==> src/rtl/uart_pkg.sv <==
// Shared UART receive types: FSM state encodings, parity modes, counter widths.
// Latency: none (declarations only).
// Backpressure: none (declarations only).
package uart_pkg;

    // Receive FSM state encodings
    typedef enum logic [2:0] {
        ST_IDLE   = 3'd0,
        ST_START  = 3'd1,
        ST_DATA   = 3'd2,
        ST_PARITY = 3'd3,
        ST_STOP   = 3'd4
    } rx_state_t;

    // Value of parity_odd selecting each parity mode
    localparam logic PAR_EVEN = 1'b0;
    localparam logic PAR_ODD  = 1'b1;

    // Width of a counter that must hold values 0..n-1 (never narrower than 1 bit)
    function automatic int cnt_width(input int n);
        return (n <= 2) ? 1 : $clog2(n);
    endfunction

endpackage

==> src/rtl/uart_rx_sync.sv <==
// Two-flop synchroniser for the raw rx pin plus falling-edge detect on the synchronised line.
// Latency: rx_s follows rx by 2 clk; fall is asserted combinationally in the cycle rx_s first reads 0.
// Backpressure: none; free-running, every flop resets to the idle (high) line level.
module uart_rx_sync (
    input  logic clk,
    input  logic reset,
    input  logic rx,
    output logic rx_s,
    output logic fall
);

    logic sync_1;
    logic rx_s_d;

    // Metastability chain and one-cycle history of the synchronised line
    always_ff @(posedge clk or posedge reset) begin
        if (reset) begin
            sync_1 <= 1'b1;
            rx_s   <= 1'b1;
            rx_s_d <= 1'b1;
        end else begin
            sync_1 <= rx;
            rx_s   <= sync_1;
            rx_s_d <= rx_s;
        end
    end

    assign fall = rx_s_d & ~rx_s;

endmodule

==> src/rtl/uart_rx_ctrl.sv <==
// UART receive controller: start detect, mid-bit sampling, shift register, optional parity and stop checks.
// Latency: busy 3 clk after rx falls; rx_valid/parity_err/frame_err 1 clk after the final stop decision tick.
// Backpressure: none; each word is presented for one cycle. Parity is compiled in with UART_RX_PARITY_EN.
module uart_rx_ctrl
    import uart_pkg::*;
#(
    parameter int DATA_BITS  = 8,
    parameter int OVERSAMPLE = 16,
    parameter int STOP_BITS  = 1
) (
    input  logic                 clk,
    input  logic                 reset,
    input  logic                 rx,
    input  logic                 sample_tick,
    input  logic                 parity_odd,
    output logic [DATA_BITS-1:0] rx_data,
    output logic                 rx_valid,
    output logic                 parity_err,
    output logic                 frame_err,
    output logic                 busy
);

    localparam int OS_W  = cnt_width(OVERSAMPLE);
    localparam int BIT_W = cnt_width(DATA_BITS + 1);

    localparam logic [OS_W-1:0]  OS_MID    = OS_W'(OVERSAMPLE / 2 - 1);
    localparam logic [OS_W-1:0]  OS_LAST   = OS_W'(OVERSAMPLE - 1);
    localparam logic [BIT_W-1:0] DATA_LAST = BIT_W'(DATA_BITS - 1);
    localparam logic [BIT_W-1:0] STOP_LAST = BIT_W'(STOP_BITS - 1);

    logic rx_s;
    logic fall;

    uart_rx_sync u_sync (
        .clk   (clk),
        .reset (reset),
        .rx    (rx),
        .rx_s  (rx_s),
        .fall  (fall)
    );

    rx_state_t            state,     state_nxt;
    logic [OS_W-1:0]      os_cnt,    os_cnt_nxt;
    logic [BIT_W-1:0]     bit_cnt,   bit_cnt_nxt;
    logic [DATA_BITS-1:0] shift_q,   shift_nxt;
    logic [DATA_BITS-1:0] rx_data_nxt;
    logic                 rx_valid_nxt;
    logic                 frame_err_nxt;
    logic                 parity_err_nxt;

`ifdef UART_RX_PARITY_EN
    // Parity verdict held from the parity sample until the stop decision
    logic                 par_bad, par_bad_nxt;
`else
    logic                 unused_parity_odd;
    assign unused_parity_odd = parity_odd;
`endif

    // State, counters, shift register and registered outputs
    always_ff @(posedge clk or posedge reset) begin
        if (reset) begin
            state      <= ST_IDLE;
            os_cnt     <= '0;
            bit_cnt    <= '0;
            shift_q    <= '0;
            rx_data    <= '0;
            rx_valid   <= 1'b0;
            frame_err  <= 1'b0;
            busy       <= 1'b0;
`ifdef UART_RX_PARITY_EN
            par_bad    <= 1'b0;
            parity_err <= 1'b0;
`endif
        end else begin
            state      <= state_nxt;
            os_cnt     <= os_cnt_nxt;
            bit_cnt    <= bit_cnt_nxt;
            shift_q    <= shift_nxt;
            rx_data    <= rx_data_nxt;
            rx_valid   <= rx_valid_nxt;
            frame_err  <= frame_err_nxt;
            busy       <= (state_nxt != ST_IDLE);
`ifdef UART_RX_PARITY_EN
            par_bad    <= par_bad_nxt;
            parity_err <= parity_err_nxt;
`endif
        end
    end

`ifndef UART_RX_PARITY_EN
    assign parity_err = 1'b0;
`endif

    // Next-state and datapath: counters move only on sample_tick, decisions fall on mid-bit ticks
    always_comb begin
        state_nxt      = state;
        os_cnt_nxt     = os_cnt;
        bit_cnt_nxt    = bit_cnt;
        shift_nxt      = shift_q;
        rx_data_nxt    = rx_data;
        rx_valid_nxt   = 1'b0;
        frame_err_nxt  = 1'b0;
        parity_err_nxt = 1'b0;
`ifdef UART_RX_PARITY_EN
        par_bad_nxt    = par_bad;
`endif

        case (state)
            ST_IDLE: begin
                if (fall) begin
                    state_nxt  = ST_START;
                    os_cnt_nxt = '0;
                end
            end

            ST_START: begin
                if (sample_tick) begin
                    if (os_cnt == OS_MID) begin
                        // A start bit that is high again at mid-bit was a glitch
                        if (!rx_s) begin
                            state_nxt   = ST_DATA;
                            os_cnt_nxt  = '0;
                            bit_cnt_nxt = '0;
                        end else begin
                            state_nxt   = ST_IDLE;
                        end
                    end else begin
                        os_cnt_nxt = os_cnt + OS_W'(1);
                    end
                end
            end

            ST_DATA: begin
                if (sample_tick) begin
                    if (os_cnt == OS_LAST) begin
                        shift_nxt  = {rx_s, shift_q[DATA_BITS-1:1]};
                        os_cnt_nxt = '0;
                        if (bit_cnt == DATA_LAST) begin
                            bit_cnt_nxt = '0;
`ifdef UART_RX_PARITY_EN
                            state_nxt   = ST_PARITY;
`else
                            state_nxt   = ST_STOP;
`endif
                        end else begin
                            bit_cnt_nxt = bit_cnt + BIT_W'(1);
                        end
                    end else begin
                        os_cnt_nxt = os_cnt + OS_W'(1);
                    end
                end
            end

`ifdef UART_RX_PARITY_EN
            ST_PARITY: begin
                if (sample_tick) begin
                    if (os_cnt == OS_LAST) begin
                        par_bad_nxt = (^shift_q) ^ rx_s ^ (parity_odd == PAR_ODD);
                        state_nxt   = ST_STOP;
                        os_cnt_nxt  = '0;
                        bit_cnt_nxt = '0;
                    end else begin
                        os_cnt_nxt = os_cnt + OS_W'(1);
                    end
                end
            end
`endif

            ST_STOP: begin
                if (sample_tick) begin
                    if (os_cnt == OS_LAST) begin
                        os_cnt_nxt = '0;
                        if (!rx_s) begin
                            // Framing error wins: word and parity verdict are dropped
                            state_nxt     = ST_IDLE;
                            frame_err_nxt = 1'b1;
                        end else if (bit_cnt == STOP_LAST) begin
                            state_nxt    = ST_IDLE;
                            rx_data_nxt  = shift_q;
                            rx_valid_nxt = 1'b1;
`ifdef UART_RX_PARITY_EN
                            parity_err_nxt = par_bad;
`endif
                        end else begin
                            bit_cnt_nxt = bit_cnt + BIT_W'(1);
                        end
                    end else begin
                        os_cnt_nxt = os_cnt + OS_W'(1);
                    end
                end
            end

            default: begin
                state_nxt = ST_IDLE;
            end
        endcase
    end

endmodule

==> config.mk <==
export PLATFORM = sky130hd
export DESIGN_NAME = uart_rx_ctrl
export DESIGN_NICKNAME = d
export VERILOG_FILES = /design/src/rtl/uart_pkg.sv /design/src/rtl/uart_rx_sync.sv /design/src/rtl/uart_rx_ctrl.sv
export SDC_FILE = /design/constraint.sdc
export NUM_CORES = 1
export LEC_CHECK = 0
export CAP_MARGIN = 5
export CORE_MARGIN = 2
export CORE_UTILIZATION = 48
export DETAILED_ROUTE_END_ITERATION = 16
export PLACE_DENSITY = 0.72
export SYNTH_ARGS = -nofsm -noshare
export SYNTH_HDL_FRONTEND = slang
export SYNTH_SLANG_ARGS = --single-unit
==> constraint.sdc <==
create_clock -name clk -period 1.71 [get_ports clk]
set_input_delay 0.342 -clock clk [delete_from_list [all_inputs] [get_ports clk]]
set_output_delay 0.342 -clock clk [all_outputs]
set_load 0.005 [all_outputs]
==> impl_metrics.ini, run 1 <==
[timing]
fmax_mhz = 502
drv_slew = 0
post-route-period-util_pct = 116
grt_setup_unrepaired = yes
layout_setup_ws_ns = -0.281
setup_tns_ns = -2.36
setup_viol = 21
hold_ws_ns = 0.209
hold_viol = 0
min_period_ns = 1.99
finClkSkew_ns = 0.0125

[setup_path]
worstPathArrival_ns = 2.22
rr_endpoint = os_cnt[2]$_DFFE_PP0P_
path_class = reg2reg
reg2reg_from = u_sync.rx_s_d$_DFF_PP1_
r2r_setup_slack_ns = -0.28
critPathRequiredTime_ns = 1.94
end_kind = flip-flop
critPathMaxFanout = 4
reg2reg_depth = 5
start_kind = flip-flop

[global_routing]
grt_max_degree = 31
antenna_found_initial = 0
grt_pass1_wl_um = 6330
gr-usage-all-layers_pct = 21.0
grt_pass1_vias = 1365
grt-ovfl-total = 0

[detailed_routing]
postRouteAntennaNets = 0
drtIter0Drc = 32
wirelength_um = 3530
drc_errors = 0
vias = 1254
wl_per_cell_um = 15.0
dr.pass1.iters = 4
vias_per_cell = 5.31

[floorplanning]
core_um2 = 3280
io_pins = 17
die-width_um = 62.2
die_h_um = 62.2
initial_utilization_pct = 49.4
die_area_um2 = 3860
row_count = 21

[synth]
synth.area.mux_share_pct = 12.5
synthXorXnorAreaFrac_pct = 0.539
synthDistinctLibCells = 45
async_flop_share_pct = 100
postSynthAreaPerCell_um2 = 12.0
seq_area_frac_synth_pct = 51.1
yosys.area_share.simple_pct = 15.5
yosys.area_share.adder_pct = 2.31
synthCells = 135
syn-cell-area_um2 = 1620
postSynthNetCount = 143
ys_ff_latch = 33
synth_ff_type = dfrtp_1
synth_top_family_by_area = simple AND/OR/NAND/NOR gates
yosysWarningCount = 0
synth_compound_area_share_pct = 13.2
synth-edff-count = 0

[placed_design]
dp_cells = 221
dp_hpwl_um = 2350
gp_congestion = 0.821
portBuffers = 14

[clocking]
clkLatencyLatePin_ns = 0.34
cts_sinks = 33
cts.path.max_buffers = 2
cts-root-buf = clkbuf_4
clk_pin_slew_worst_paths_ns = 0.11
cts_max_level = 2
cts-hold-fix-buffers = 0
cts_tree = built
cts_inserted_buffers = 5

[power]
ir_drop_mv = 1.16
power_density_nw_per_um2 = 1080
leakagePower_nw = 1.07

[layout]
area_growth_pct = 44.7
nets = 197
diodes = 0
drive_gt1_share_pct = 46.3
layoutNonFillerInstCount = 236

[min_path]
hp-class = in2async

[status]
status = finished with violations
violations = negative setup slack

[run]
maxCapViolations = 0
-- cells in the final DEF, fill, tap and decap left out, types with 2 or more instances in the layout --
master	netlist	layout
o21ai_0	5	3
dfrtp_1	30	29
nand2_1	5	5
ha_1	3	2
buf_12	0	2
mux2_4	0	10
o21ai_1	3	4
clkdlybuf4s50_1	0	14
nand2b_1	3	3
inv_1	7	7
clkbuf_4	0	5
nand3_1	3	2
dfstp_2	3	3
nor3_4	0	2
a21oi_1	4	3
nor3b_1	5	3
buf_6	2	6
nor3_1	3	2
mux2_2	16	8
nor2b_1	5	5
or3_1	2	2
nand3b_1	2	2
nor2_1	4	4
buf_4	2	31
-- layer usage --
layer  part of all wire [%]  track usage [%]  up-vias
met5                      0                0        -
met4                    1.5             10.3        0
met3                    2.2             3.99        7
met2                     52             34.6       22
met1                     45             26.8      622
li1                       -                -      603
-- critical path, cell delays in order, from the launching register on --
cell and delay [ns]:
dfstp_2 0.54, or3b_1 0.35, a221oi_2 0.29, a21oi_2 0.08, a41o_2 0.29, a221o_1 0.33
-- layout make-up --
cell class / count / area [µm²]
well taps: 46 / 57.6
clock inverters: 3 / 46.3
clock buffers: 5 / 37.5
repair buffers: 53 / 480
multi-input cells: 89 / 871
inverters: 7 / 26.3
fillers: 241 / 935
flip-flops and latches: 33 / 831
-- flip-flops by register name, indices dropped and copies added (netlist names) --
| signal | flops |
|---|---|
| u_sync.rx_s_d | 1 |
| shift_q | 8 |
| bit_cnt | 4 |
| u_sync.sync_1 | 1 |
| busy | 1 |
| os_cnt | 4 |
| rx_valid | 1 |
| u_sync.rx_s | 1 |
| rx_data | 8 |
| state | 3 |
| frame_err | 1 |
-- synthesized netlist by cell type, types with 2 or more instances --
cell type,count,share of area (%)
inv_1,7,1.6
nor2_1,4,0.92
mux2_2,16,11
ha_1,3,2.3
nand3_1,3,0.92
mux2_1,2,1.4
dfrtp_1,30,46
or3_1,2,0.77
nor3_1,3,0.92
nor3b_1,5,2.3
buf_4,2,0.92
nor2b_1,5,1.9
buf_6,2,1.4
clkbuf_1,2,0.46
o21ai_1,3,0.92
nand2b_1,3,1.2
dfstp_2,3,4.9
o21ai_0,5,1.5
a21oi_1,4,1.2
nand2_1,5,1.2
nand3b_1,2,0.92
-- cells by family after synthesis --
family / after synthesis
AOI/OAI and AO/OA: 25
xor gates and xnor gates: 1
adders and majority gates: 3
buffers and inverters: 14
DFF: 33
muxes: 18
other: 1
and+or+nand+nor: 40
-- metrics by stage --
stage	cell area, µm²	worst slack [ns]	util (%)	power (mW)
finish	2350	-0.281	71.5	2.54
global route	2350	-0.333	71.5	2.70
CTS	2260	-0.238	68.9	2.33
detailed placement	2080	-0.416	63.4	1.60
global placement	2080	-0.364	63.4	1.57
floorplan	1670	-0.134	-	1.30
-- timing repair --
item,CTS,global route
gates resized for setup,17,14
cloned,0,1
buffers inserted,3,3
endpoints found under the setup margin,16,26
pin swaps,3,4
-- where the power goes --
group | leakage [nW] | total, mW | switching (mW) | internal, mW
registers | 0.430 | 0.942 | 0.0857 | 0.857
logic | 0.598 | 1.00 | 0.451 | 0.551
clock network | 0.0414 | 0.593 | 0.283 | 0.310
-- worst max-delay path by stage --
stage                        endpoint  slack [ns]  cells after the start                     from
4_1_cts         os_cnt[3]$_DFFE_PP0P_       -0.24                      6  u_sync.rx_s_d$_DFF_PP1_
6_report        os_cnt[2]$_DFFE_PP0P_       -0.28                      5  u_sync.rx_s_d$_DFF_PP1_
5_1_grt         os_cnt[3]$_DFFE_PP0P_       -0.33                      6  u_sync.rx_s_d$_DFF_PP1_
3_5_place_dp   rx_data[0]$_DFFE_PP0P_       -0.42                      5              sample_tick
2_1_floorplan   os_cnt[2]$_DFFE_PP0P_       -0.13                      6       state[1]$_DFF_PP0_
3_3_place_gp   rx_data[3]$_DFFE_PP0P_       -0.36                      5              sample_tick
Note: power is estimated with default switching activity, not from simulation.
==> run 2: changes to the inputs <==
SETUP_SLACK_MARGIN = 0.5   (was unset)
==> run 2 against run 1 <==
Net effect: the run still ends with negative setup slack left; highest routed layer unchanged; worst hold slack better by 0.16 ns; largest power group is now registers; critical endpoint unchanged; utilization rose by 3.9 points; combinational power is 10% lower.
==> impl_metrics.ini, run 2 (synthesized netlist as in run 1, its figures left out) <==
[status]
status = finished with violations
violations = negative setup slack

[timing]
post-route-period-util_pct = 118
finClkSkew_ns = 0.00846
layout_setup_ws_ns = -0.299
grt_setup_unrepaired = yes
setup_viol = 23
drv_slew = 0
setup_tns_ns = -2.32
max_slew_margin_pct = 56.4
min_period_ns = 2.01
worst_pin_slew_ns = 0.647
fmax_mhz = 498
hold_viol = 0

[clocking]
cts_tree = built
cts-hold-fix-buffers = 0
cts_inserted_buffers = 5
clkLatencyLatePin_ns = 0.34
cts-root-buf = clkbuf_4
cts_max_level = 2
cts.path.max_buffers = 2
cts_sinks = 33
clk_pin_slew_worst_paths_ns = 0.11

[layout]
layout_common_cells = 34 x buf_4, 29 x dfrtp_1, 16 x mux2_4, 12 x buf_6, 11 x buf_2
area_growth_pct = 52.6
diodes = 0
nets = 205
reg_top3 = rx_data (8), shift_q (8)
drive_gt1_share_pct = 58.1
layout_commonest_cell = buf_4

[floorplanning]
die_h_um = 62.2
core_um2 = 3280
io_pins = 17
die-width_um = 62.2
initial_utilization_pct = 49.4
row_count = 21
die_area_um2 = 3860

[placed_design]
dp_hpwl_um = 2380
portBuffers = 14
gp_congestion = 0.836

[detailed_routing]
drtIter0Drc = 62
dr.pass1.iters = 4
drc_errors = 0
vias_per_cell = 5.33
postRouteAntennaNets = 0
vias = 1300
wirelength_um = 4080
wl_per_cell_um = 16.7

[power]
leakagePower_nw = 1.18
power_density_nw_per_um2 = 1030
p_total_mw = 2.56
ir_drop_mv = 0.959

[global_routing]
grt_pass1_vias = 1350
antenna_found_initial = 0
grt_pass1_wl_um = 6530
grt-ovfl-total = 0
grt_max_degree = 34
gr-usage-all-layers_pct = 21.1

[setup_path]
rr_endpoint = os_cnt[2]$_DFFE_PP0P_
reg2reg_from = u_sync.rx_s_d$_DFF_PP1_
crit_path_end = os_cnt[2]$_DFFE_PP0P_
critPathLaunch = u_sync.rx_s_d$_DFF_PP1_
path_class = reg2reg
critPathMaxFanout = 4
critPathRequiredTime_ns = 1.93
worstPathArrival_ns = 2.23
r2r_setup_slack_ns = -0.30
start_kind = flip-flop
end_kind = flip-flop
reg2reg_depth = 5

[min_path]
hp-class = reg2reg

[run]
maxCapViolations = 0
[run 2: worst min path at each step]
| stage | from | endpoint | slack (ns) | cells after the start |
|---|---|---|---|---|
| CTS | u_sync.sync_1$_DFF_PP1_ | u_sync.rx_s$_DFF_PP1_ | 0.37 | 0 |
| detailed placement | u_sync.sync_1$_DFF_PP1_ | u_sync.rx_s$_DFF_PP1_ | 0.35 | 0 |
| global route | u_sync.sync_1$_DFF_PP1_ | u_sync.rx_s$_DFF_PP1_ | 0.37 | 0 |
| floorplan | u_sync.sync_1$_DFF_PP1_ | u_sync.rx_s$_DFF_PP1_ | 0.35 | 0 |
| finish | u_sync.sync_1$_DFF_PP1_ | u_sync.rx_s$_DFF_PP1_ | 0.37 | 0 |
| global placement | u_sync.sync_1$_DFF_PP1_ | u_sync.rx_s$_DFF_PP1_ | 0.35 | 0 |
[run 2: worst max-delay path, stage by stage, from the launching register on]
cell and delay, ns:
dfstp_2 0.54, or3b_4 0.39, a221oi_4 0.27, a21oi_2 0.07
a41o_2 0.30, a221o_1 0.33
[run 2: layout make-up]
| cell class | instances | area (µm²) |
|---|---|---|
| multi-input combinational | 89 | 967 |
| clock inverter | 3 | 65.1 |
| timing repair buffer | 61 | 494 |
| inverter | 7 | 26.3 |
| fill | 207 | 806 |
| sequential | 33 | 831 |
| tap | 46 | 57.6 |
| clock buffer | 5 | 37.5 |
[run 2: power by group]
group	total (mW)	leakage, nW	switching [mW]	internal, mW
logic	0.898	0.696	0.408	0.490
registers	0.918	0.430	0.0668	0.851
clock network	0.740	0.0552	0.287	0.453
[run 2: repair_timing]
item	CTS	global route
buffers inserted	8	7
gates resized for setup	72	20
setup endpoints to repair	41	38
gates cloned	1	0
pin swaps	9	3
[run 2: routing by layer]
layer	vias up	routed length, µm	GRT usage [%]
met5	-	0	0
met3	12	108	4.89
met4	0	105	5.28
li1	621	-	-
met1	644	1710	26.7
met2	23	2160	36.7
[run 2: metrics by stage]
stage	cells	worst slack [ns]	util, %	cell area [µm²]	hold slack, ns
after floorplan	135	-0.134	-	1710	0.345
after global placement	220	-0.362	64.0	2100	0.347
after detailed placement	220	-0.438	64.0	2100	0.351
after CTS	237	-0.213	71.0	2330	0.366
after global routing	244	-0.376	75.5	2480	0.367
final	244	-0.299	75.5	2480	0.366
